--- src/rtl/tl_a_burst_arbiter.sv ---
`default_nettype none
// +--------------------------------------------------------------------------+
// | Module      : tl_a_burst_arbiter                                         |
// | Description : Burst-aware arbiter that merges the TileLink A channels of |
// |               NumHosts hosts onto one device port. A multi-beat message  |
// |               is never interleaved with another host's beats. The host   |
// |               index is carried in the upper device source bits and is    |
// |               used to route D-channel responses back to the right host.  |
// | Options     : TL_A_BURST_ARB_RR_EN defined   -> round-robin priority     |
// |               TL_A_BURST_ARB_RR_EN undefined -> fixed priority, host 0   |
// |               highest                                                    |
// | Ports       : clk_i, rst_ni          clock, async active-low reset       |
// |               host_a_*  (per host)   A channel in, host_a_ready out      |
// |               host_d_*  (per host)   D channel out, host_d_ready in      |
// |               device_a_*             merged A channel, widened source    |
// |               device_d_*             device responses, device_d_ready out|
// |               host_b_valid, host_c_ready, host_e_ready, device_b_ready,  |
// |               device_c_valid         constant B/C/E tie-offs             |
// | Revision    : 1.0 - initial release                                      |
// +--------------------------------------------------------------------------+
module tl_a_burst_arbiter #(
  parameter  int NumHosts        = 2,
  parameter  int AddrWidth       = 56,
  parameter  int DataWidth       = 64,
  parameter  int HostSourceWidth = 1,
  parameter  int SinkWidth       = 1,
  parameter  int MaxSize         = 6,
  localparam int IdxWidth        = $clog2(NumHosts),
  localparam int SizeWidth       = $clog2(MaxSize + 1),
  localparam int DevSourceWidth  = HostSourceWidth + IdxWidth,
  localparam int MaskWidth       = DataWidth / 8
) (
  input  logic                                      clk_i,
  input  logic                                      rst_ni,
  // Host A channels
  input  logic [NumHosts-1:0]                       host_a_valid,
  output logic [NumHosts-1:0]                       host_a_ready,
  input  logic [NumHosts-1:0][2:0]                  host_a_opcode,
  input  logic [NumHosts-1:0][2:0]                  host_a_param,
  input  logic [NumHosts-1:0][SizeWidth-1:0]        host_a_size,
  input  logic [NumHosts-1:0][HostSourceWidth-1:0]  host_a_source,
  input  logic [NumHosts-1:0][AddrWidth-1:0]        host_a_address,
  input  logic [NumHosts-1:0][MaskWidth-1:0]        host_a_mask,
  input  logic [NumHosts-1:0]                       host_a_corrupt,
  input  logic [NumHosts-1:0][DataWidth-1:0]        host_a_data,
  // Host D channels
  output logic [NumHosts-1:0]                       host_d_valid,
  input  logic [NumHosts-1:0]                       host_d_ready,
  output logic [NumHosts-1:0][2:0]                  host_d_opcode,
  output logic [NumHosts-1:0][2:0]                  host_d_param,
  output logic [NumHosts-1:0][SizeWidth-1:0]        host_d_size,
  output logic [NumHosts-1:0][HostSourceWidth-1:0]  host_d_source,
  output logic [NumHosts-1:0][SinkWidth-1:0]        host_d_sink,
  output logic [NumHosts-1:0][DataWidth-1:0]        host_d_data,
  output logic [NumHosts-1:0]                       host_d_error,
  // Host B/C/E tie-offs
  output logic [NumHosts-1:0]                       host_b_valid,
  output logic [NumHosts-1:0]                       host_c_ready,
  output logic [NumHosts-1:0]                       host_e_ready,
  // Device A channel
  output logic                                      device_a_valid,
  input  logic                                      device_a_ready,
  output logic [2:0]                                device_a_opcode,
  output logic [2:0]                                device_a_param,
  output logic [SizeWidth-1:0]                      device_a_size,
  output logic [DevSourceWidth-1:0]                 device_a_source,
  output logic [AddrWidth-1:0]                      device_a_address,
  output logic [MaskWidth-1:0]                      device_a_mask,
  output logic                                      device_a_corrupt,
  output logic [DataWidth-1:0]                      device_a_data,
  // Device D channel
  input  logic                                      device_d_valid,
  output logic                                      device_d_ready,
  input  logic [2:0]                                device_d_opcode,
  input  logic [2:0]                                device_d_param,
  input  logic [SizeWidth-1:0]                      device_d_size,
  input  logic [DevSourceWidth-1:0]                 device_d_source,
  input  logic [SinkWidth-1:0]                      device_d_sink,
  input  logic [DataWidth-1:0]                      device_d_data,
  input  logic                                      device_d_error,
  // Device B/C tie-offs
  output logic                                      device_b_ready,
  output logic                                      device_c_valid
);

  localparam int c_beat_lg2 = $clog2(DataWidth / 8);
  // Holds "beats remaining minus one"; one bit minimum when no bursts exist.
  localparam int c_left_w   = (MaxSize > c_beat_lg2) ? (MaxSize - c_beat_lg2) : 1;

  localparam logic [2:0] c_OP_PUT_FULL    = 3'd0;
  localparam logic [2:0] c_OP_PUT_PARTIAL = 3'd1;
  localparam logic [2:0] c_OP_ARITHMETIC  = 3'd2;
  localparam logic [2:0] c_OP_LOGICAL     = 3'd3;

  localparam logic [0:0] c_S_IDLE   = 1'b0;
  localparam logic [0:0] c_S_LOCKED = 1'b1;

  logic [0:0]          r_state, w_state_next;
  logic [IdxWidth-1:0] r_owner, w_owner_next;
  logic [c_left_w-1:0] r_left, w_left_next, w_first_left;
  logic [IdxWidth-1:0] w_prio, w_winner, w_scan_idx, w_sel;
  logic                w_found, w_data_op, w_multi, w_accept;
  logic [IdxWidth-1:0] w_d_idx;
  logic                w_d_idx_ok;

  // ---------------- priority pointer ----------------
`ifdef TL_A_BURST_ARB_RR_EN
  logic [IdxWidth-1:0] r_prio;

  function automatic logic [IdxWidth-1:0] f_next_idx(input logic [IdxWidth-1:0] idx);
    return IdxWidth'((32'(idx) + 32'd1) % 32'(NumHosts));
  endfunction

  // Advance past whichever host just completed a whole message.
  always_ff @(posedge clk_i or negedge rst_ni) begin
    if (!rst_ni) begin
      r_prio <= '0;
    end else if (w_accept) begin
      if (r_state == c_S_IDLE && !w_multi) begin
        r_prio <= f_next_idx(w_winner);
      end else if (r_state == c_S_LOCKED && r_left == '0) begin
        r_prio <= f_next_idx(r_owner);
      end
    end
  end

  assign w_prio = r_prio;
`else
  assign w_prio = '0;
`endif

  // ---------------- winner scan, cyclic from w_prio ----------------
  always_comb begin
    w_found    = 1'b0;
    w_winner   = '0;
    w_scan_idx = '0;
    for (int i = 0; i < NumHosts; i++) begin
      w_scan_idx = IdxWidth'((32'(w_prio) + 32'(i)) % 32'(NumHosts));
      if (!w_found && host_a_valid[w_scan_idx]) begin
        w_found  = 1'b1;
        w_winner = w_scan_idx;
      end
    end
  end

  assign w_sel = (r_state == c_S_LOCKED) ? r_owner : w_winner;

  assign device_a_opcode  = host_a_opcode[w_sel];
  assign device_a_param   = host_a_param[w_sel];
  assign device_a_size    = host_a_size[w_sel];
  assign device_a_source  = {w_sel, host_a_source[w_sel]};
  assign device_a_address = host_a_address[w_sel];
  assign device_a_mask    = host_a_mask[w_sel];
  assign device_a_corrupt = host_a_corrupt[w_sel];
  assign device_a_data    = host_a_data[w_sel];

  // Only data-carrying messages larger than one beat span several beats.
  assign w_data_op = (device_a_opcode == c_OP_PUT_FULL)    ||
                     (device_a_opcode == c_OP_PUT_PARTIAL) ||
                     (device_a_opcode == c_OP_ARITHMETIC)  ||
                     (device_a_opcode == c_OP_LOGICAL);
  assign w_multi   = w_data_op && (device_a_size > SizeWidth'(c_beat_lg2));
  // Beats still owed after the first one, minus one (so 0 marks the last).
  assign w_first_left = w_multi ?
      c_left_w'((32'd1 << (32'(device_a_size) - 32'(c_beat_lg2))) - 32'd2) : '0;

  assign w_accept = device_a_valid && device_a_ready;

  // ---------------- FSM: state register ----------------
  always_ff @(posedge clk_i or negedge rst_ni) begin
    if (!rst_ni) begin
      r_state <= c_S_IDLE;
      r_owner <= '0;
      r_left  <= '0;
    end else begin
      r_state <= w_state_next;
      r_owner <= w_owner_next;
      r_left  <= w_left_next;
    end
  end

  // ---------------- FSM: next state ----------------
  always_comb begin
    w_state_next = r_state;
    w_owner_next = r_owner;
    w_left_next  = r_left;
    case (r_state)
      c_S_LOCKED: begin
        if (w_accept) begin
          if (r_left == '0) begin
            w_state_next = c_S_IDLE;
          end else begin
            w_left_next = r_left - c_left_w'(1);
          end
        end
      end
      default: begin
        if (w_accept && w_multi) begin
          w_state_next = c_S_LOCKED;
          w_owner_next = w_winner;
          w_left_next  = w_first_left;
        end
      end
    endcase
  end

  // ---------------- FSM: outputs ----------------
  always_comb begin
    host_a_ready   = '0;
    device_a_valid = 1'b0;
    case (r_state)
      c_S_LOCKED: begin
        device_a_valid        = host_a_valid[r_owner];
        host_a_ready[r_owner] = device_a_ready;
      end
      default: begin
        device_a_valid         = |host_a_valid;
        host_a_ready[w_winner] = device_a_ready && w_found;
      end
    endcase
  end

  // ---------------- D channel routing ----------------
  assign w_d_idx    = device_d_source[HostSourceWidth +: IdxWidth];
  assign w_d_idx_ok = (32'(w_d_idx) < 32'(NumHosts));

  // A response for a nonexistent host is sunk so the device cannot stall.
  always_comb begin
    host_d_valid   = '0;
    device_d_ready = 1'b1;
    if (w_d_idx_ok) begin
      host_d_valid[w_d_idx] = device_d_valid;
      device_d_ready        = host_d_ready[w_d_idx];
    end
  end

  for (genvar g = 0; g < NumHosts; g++) begin : g_host_d
    assign host_d_opcode[g] = device_d_opcode;
    assign host_d_param[g]  = device_d_param;
    assign host_d_size[g]   = device_d_size;
    assign host_d_source[g] = device_d_source[HostSourceWidth-1:0];
    assign host_d_sink[g]   = device_d_sink;
    assign host_d_data[g]   = device_d_data;
    assign host_d_error[g]  = device_d_error;
  end

  assign host_b_valid   = '0;
  assign host_c_ready   = '1;
  assign host_e_ready   = '1;
  assign device_b_ready = 1'b1;
  assign device_c_valid = 1'b0;

  // ---------------- protocol checks ----------------
  for (genvar g = 0; g < NumHosts; g++) begin : g_host_chk
    a_stable_fields: assert property (@(posedge clk_i) disable iff (!rst_ni)
      (host_a_valid[g] && !host_a_ready[g]) |=> (!host_a_valid[g] ||
        $stable({host_a_opcode[g], host_a_param[g], host_a_size[g], host_a_source[g],
                 host_a_address[g], host_a_mask[g], host_a_corrupt[g], host_a_data[g]})));
    a_size_limit: assert property (@(posedge clk_i) disable iff (!rst_ni)
      host_a_valid[g] |-> (32'(host_a_size[g]) <= 32'(MaxSize)));
  end

  a_d_idx_range: assert property (@(posedge clk_i) disable iff (!rst_ni)
    device_d_valid |-> w_d_idx_ok);

endmodule
`default_nettype wire
--- config.mk ---
export PLATFORM = sky130hd
export DESIGN_NAME = tl_a_burst_arbiter
export DESIGN_NICKNAME = d
export VERILOG_FILES = /design/src/rtl/tl_a_burst_arbiter.sv
export SDC_FILE = /design/constraint.sdc
export NUM_CORES = 1
export LEC_CHECK = 0
export CAP_MARGIN = 15
export CORE_AREA = 2 2 260 262
export CTS_BUF_LIST = sky130_fd_sc_hd__clkbuf_8
export CTS_CLUSTER_DIAMETER = 120
export DETAILED_ROUTE_END_ITERATION = 7
export DIE_AREA = 0 0 262 264
export PLACE_DENSITY = 0.37
export SETUP_SLACK_MARGIN = 0.2
export SYNTH_ARGS = -nofsm -noshare
export SYNTH_HDL_FRONTEND = slang
export SYNTH_SLANG_ARGS = --single-unit
export TNS_END_PERCENT = 10
--- constraint.sdc ---
create_clock -name clk_i -period 3.6 [get_ports clk_i]
set_input_delay 1.08 -clock clk_i [delete_from_list [all_inputs] [get_ports clk_i]]
set_output_delay 1.08 -clock clk_i [all_outputs]
set_load 0.005 [all_outputs]
Word-level counts from Yosys, hierarchy flattened
Index checks and enable logic that the tools add are counted.
{"block": "totals", "reg_bits": 5, "inputBits": 363, "output_inout_bits": 306, "word_cells": 83}
{"block": "op_classes", "addsub": 3, "n_lt_le_gt_ge": 8, "n_eq_ne": 5, "shifts": 1, "n_mux": 41, "bitwise": 4, "reduce_logical": 18}
{"cell": "64-bit two-way mux", "n": 2}
{"cell": "56-bit two-way mux", "n": 2}
{"cell": "3-bit two-way mux", "n": 11}
{"cell": "1-bit by 32-bit << shifter with 3-bit output, first input constant", "n": 1}
{"cell": "1-bit two-way mux", "n": 20}
{"cell": "8-bit two-way mux", "n": 2}
{"cell": "1-bit logical AND", "n": 8}
{"cell": "1-bit by 2-bit < comparator with 1-bit output, second input constant", "n": 4}
{"cell": "2-bit AND", "n": 3}
{"cell": "3-bit by 2-bit == test with 1-bit output, second input constant", "n": 2}
{"cell": "3-bit logical NOT", "n": 2}
{"cell": "3-bit by 2-bit subtractor with 4-bit output, second input constant", "n": 1}
{"cell": "1-bit demux with 1-bit select", "n": 3}
{"cell": "3-bit by 1-bit == test with 1-bit output, second input constant", "n": 1}
{"cell": "1-bit >= comparator, second input constant", "n": 3}
{"cell": "3-bit by 2-bit > comparator with 1-bit output, second input constant", "n": 1}
{"cell": "1-bit logical OR", "n": 3}
{"cell": "3-bit AND reduction", "n": 1}
{"cell": "3-bit by 1-bit subtractor with 3-bit output, second input constant", "n": 1}
{"cell": "3-bit by 2-bit subtractor with 3-bit output, second input constant", "n": 1}
{"cell": "2-bit two-way mux", "n": 1}
{"cell": "2-bit by 1-bit != test with 1-bit output, second input constant", "n": 1}
{"cell": "2-bit != test, second input constant", "n": 1}
{"cell": "2-bit AND reduction", "n": 1}
{"cell": "4 further kinds", "n": 4}

Depth between registers and ports, before layout
{"block": "logic_depth", "word_depth": 15, "mapped_depth": 11, "mapped_depth_nobuf": 9}

Least setup slack after synthesis
OpenSTA, ideal clock, no wires.
{"block": "synth_path", "path_type": "input port to output port", "start": "input port host_a_valid[1]", "end": "output port device_a_address[40]", "arrival_time_ps": 2148, "required_time_ps": 2520, "path_slack_ps": 372, "cell_stages": 5, "path_buffers": 2, "path_cell_list": "nor3b_4 -> nor2_4 -> buf_2 -> buf_2 -> mux2_2"}
{"block": "synth_between", "elab_chain_len": 5}
{"element": "start: declaration", "line_no": "36", "rtl": "input logic [NumHosts-1:0] host_a_valid,"}
{"element": "1-bit logical AND", "line_no": "139", "rtl": "if (!w_found && host_a_valid[w_scan_idx]) begin"}
{"element": "1-bit two-way mux", "line_no": "139"}
{"element": "1-bit two-way mux", "line_no": "146", "rtl": "assign w_sel = (r_state == c_S_LOCKED) ? r_owner : w_winner;"}
{"element": "56-bit two-way mux (implied by the code) (2 in a row)", "line_no": "152", "rtl": "assign device_a_address = host_a_address[w_sel];"}
{"element": "end: declaration", "line_no": "67", "rtl": "output logic [AddrWidth-1:0] device_a_address,"}
No other way between the ends. The select of a mux whose other input is x is not followed.

Worst setup path after layout
{"block": "layout_path", "start": "input port host_a_valid[0]", "end": "output port device_a_mask[5]"}
{"block": "layout_between", "elab_chain_len": 7}
{"element": "1-bit two-way mux", "line_no": "139"}
{"element": "1-bit logical NOT", "line_no": "139"}
{"element": "1-bit logical AND", "line_no": "139"}
{"element": "1-bit two-way mux", "line_no": "139"}
{"element": "1-bit two-way mux", "line_no": "146"}
{"element": "8-bit two-way mux (implied by the code) (2 in a row)", "line_no": "153", "rtl": "assign device_a_mask = host_a_mask[w_sel];"}
{"element": "end: declaration", "line_no": "68", "rtl": "output logic [MaskWidth-1:0] device_a_mask,"}
No other way between the ends. The select of a mux whose other input is x is not followed.

==> flow_metrics.py <==
metrics = {
    "clocking": {
        "cts_buffers": 3,
        "cts.htree.levels": 1,
        "root_buffer": "clkbuf_8",
        "cts.sinks": 5,
        "cts_tree": "done",
        "clk_pin_slew_ns": 0.03,
        "clkLatencyLatePin_ns": 0.22,
        "cts_max_path_buffers": 2,
    },
    "synth": {
        "yosys.cell_count.top_type": "buf_4",
        "synthCells": 382,
        "synth_top_family_by_area": "multiplexers",
        "synth_xor_area_share_pct": 0,
        "synth-compound-area-share_pct": 3.250,
        "synth_simple_gate_area_share_pct": 5.761,
        "synth_area_leaders": "mux2_2 (46%), buf_4 (36%), dfrtp_1 (3.7%)",
        "synth_edf_count": 0,
        "ys_seq_area_share_pct": 3.693,
        "synth_adder_area_share_pct": 1.477,
        "syn_area_sq_um": 3388,
        "ys_ff_latch": 5,
        "yosys_warnings": 0,
        "synth.area.mux_share_pct": 46.94,
        "async_flop_share_pct": 100.0,
        "syn-mean-instance-area_sq_um": 8.870,
        "yosysUniqueCellTypes": 32,
        "yosysTopAreaCell": "mux2_2",
        "netlist.area_leader.share_pct": 45.53,
        "synth_common_cells": "buf_4 (161), mux2_2 (137), buf_2 (15)",
        "ys.flop_type": "dfrtp_1",
    },
    "worst_setup_path": {
        "reg2regPathDepth": 14,
        "crit_top_cell": "buf_6",
        "critPathLaunchType": "input pin",
        "worst_path_max_delay_cell": "mux2_4",
        "reg2reg_to": "r_left[2]",
        "required_ns": 2.52,
        "crit_arrival_ns": 2.57,
        "cp_slowest_stage_delay_ns": 0.31,
        "crit_path_end_kind": "primary output",
        "r2r_start": "r_state",
        "r2r_slack_ns": 0.71,
        "crit_chain": "buf_6 -> nor3b_4 -> nor2_4 -> buf_12 -> buf_16 -> buf_6 -> buf_12 -> buf_16 -> mux2_4 -> buf_6",
        "crit_fanout": 7,
        "crit_type": "input pin to primary output",
    },
    "floorplanning": {
        "initial_core_util_pct": 5.090,
        "dieArea_sq_um": 69170,
        "ios": 669,
        "die_x_microns": 262,
        "coreArea_sq_um": 66560,
        "rows": 95,
        "die_h_microns": 264,
    },
    "run_status": {
        "violations": "setup timing",
        "outcome": "finished, violations left",
    },
    "placement": {
        "io_buffers": 432,
        "hpwl_mm": 26.55,
        "gp_congestion": 0.8072,
        "post-place-ws_ns": -0.6896,
    },
    "global_routing": {
        "grt_max_degree": 11,
        "grt_pass1_wl_mm": 37.93,
        "grtUsageTotal_pct": 8.160,
        "antenna_found_initial": 11,
        "grt_overflow_total": 0,
        "grt_pass1_vias": 4497,
    },
    "final_layout": {
        "area_delta_synth_final_pct": 163.8,
        "final_layout_size_suffix_gt1_share_pct": 49.86,
        "finalNetCount": 1088,
        "final_core_util_pct": 13.43,
    },
    "min_path": {
        "min_to": "r_left[1]",
        "hp-class": "flip-flop to flip-flop",
        "worstHoldStart": "r_left[1]",
        "hold_depth": 1,
    },
    "timing": {
        "final_hold_viol_count": 0,
        "finalSetupViolations": 22,
        "slew_violations": 0,
        "holdWs_ns": 0.5282,
        "timing.final.crit_share_pct": 101.3,
        "fmax_mhz": 274.2,
        "setup_ws_ns": -0.04644,
        "post-route-min-period_ns": 3.646,
        "grt_setup_unrepaired": "true",
        "clock_skew_ns": 0.0004686,
    },
    "pwr": {
        "p_per_area_nw_per_um2": 440.5,
        "ir_worst_vdd_v": 0.0001614,
        "p_leak_nw": 3.789,
    },
    "detailed_routing": {
        "wire_per_inst_microns": 19.45,
        "routed-via-count": 4157,
        "wl_mm": 31.02,
        "drt.antenna.violating_nets": 0,
        "drt_iter0_markers": 93,
        "drcViolationCount": 0,
        "drt_pass1_iterations": 4,
        "routed_via_density": 2.606,
    },
    "job": {
        "maxCapViolations": 0,
    },
}
[state kept, by name (all words and copies together) (netlist names)]
signal   flops
r_owner      1
r_state      1
r_left       3
[worst max-delay path by stage]
stage / endpoint / depth (start not counted) / from / slack [ns]
floorplan: device_a_address[40] / 5 / host_a_valid[1] / 0.37
finish: device_a_mask[5] / 10 / host_a_valid[0] / -0.05
global placement: device_a_data[34] / 7 / host_a_valid[1] / -0.67
CTS: device_a_data[45] / 10 / host_a_valid[0] / -0.09
global route: device_a_data[11] / 10 / host_a_valid[0] / -0.11
detailed placement: device_a_data[34] / 7 / host_a_valid[1] / -0.69
[logic make-up (layout without fill, tap and decap cells)]
kind of cell,count (synthesis),in the layout
adders and majority gates,4,4
AOI/OAI and AO/OA,16,16
other,2,10
DFF,5,5
buffers and inverters,183,515
and+or+nand+nor,32,32
muxes,140,140
[worst max-delay path: cells and delay by family]
kind                   cells  cell delay, ns
buffers and inverters      7            0.88
multiplexers               1            0.31
AND/OR/NAND/NOR            2            0.27
[layout make-up]
cell class	count	area, sq um
Fill cell	7583	57630
Timing Repair Buffer	504	5301
Multi-Input combinational cell	200	2340
Tap cell	873	1092
Sequential cell	5	125.1
Clock buffer	3	41.29
Inverter	7	30.03
Antenna cell	2	5.005
Clock inverter	1	3.754
[what timing repair did]
action / 4_1_cts / 5_1_grt
hold buffers: 0 / 0
cloned: 5 / 1
pin swaps: 5 / 6
endpoints found under the setup margin: 146 / 142
setup buffers: 31 / 3
resized for setup: 550 / 183
[layer usage]
metal  GRT usage [%]  up-vias  part of all wire [%]
met5               0        -                 0.074
met4           1.115        4                   2.7
met3           2.917       53                    11
met2           15.20      414                    49
met1           8.942     1864                    37
li1                -     1822                     -
[cell usage in the layout, fill, tap and decap left out, types with 2 or more instances in the layout]
cell type	n
nand2_1	10
and2_1	2
buf_12	12
buf_2	23
clkbuf_2	14
mux2_4	87
nand2b_1	2
ha_1	2
buf_6	116
buf_8	15
nor3_1	2
nor2b_1	4
dfrtp_1	5
clkdlybuf4s50_1	287
o21ai_0	8
conb_1	8
mux2_2	51
diode_2	2
buf_4	16
a221o_1	2
buf_16	8
nand2_4	2
inv_1	7
dlygate4sd2_1	11
clkbuf_8	3
[power by group]
group          leakage (nW)  switching [mW]  internal (mW)
clock network        0.0269          0.0269         0.0730
registers            0.0568          0.0347         0.0825
logic                  3.71            1.30           2.42
[metrics by stage]
step	area (sq um)	std cells	TNS, ns	power (mW)
5_1_grt	8934	1593	-2.717	4.173
6_report	8939	1595	-0.5228	3.938
3_5_place_dp	7836	1549	-79.15	2.807
3_3_place_gp	7836	1549	-77.69	2.830
2_1_floorplan	3411	388	0	1.281
4_1_cts	8467	1589	-2.899	3.562
Power figures use the tool's default switching activity.
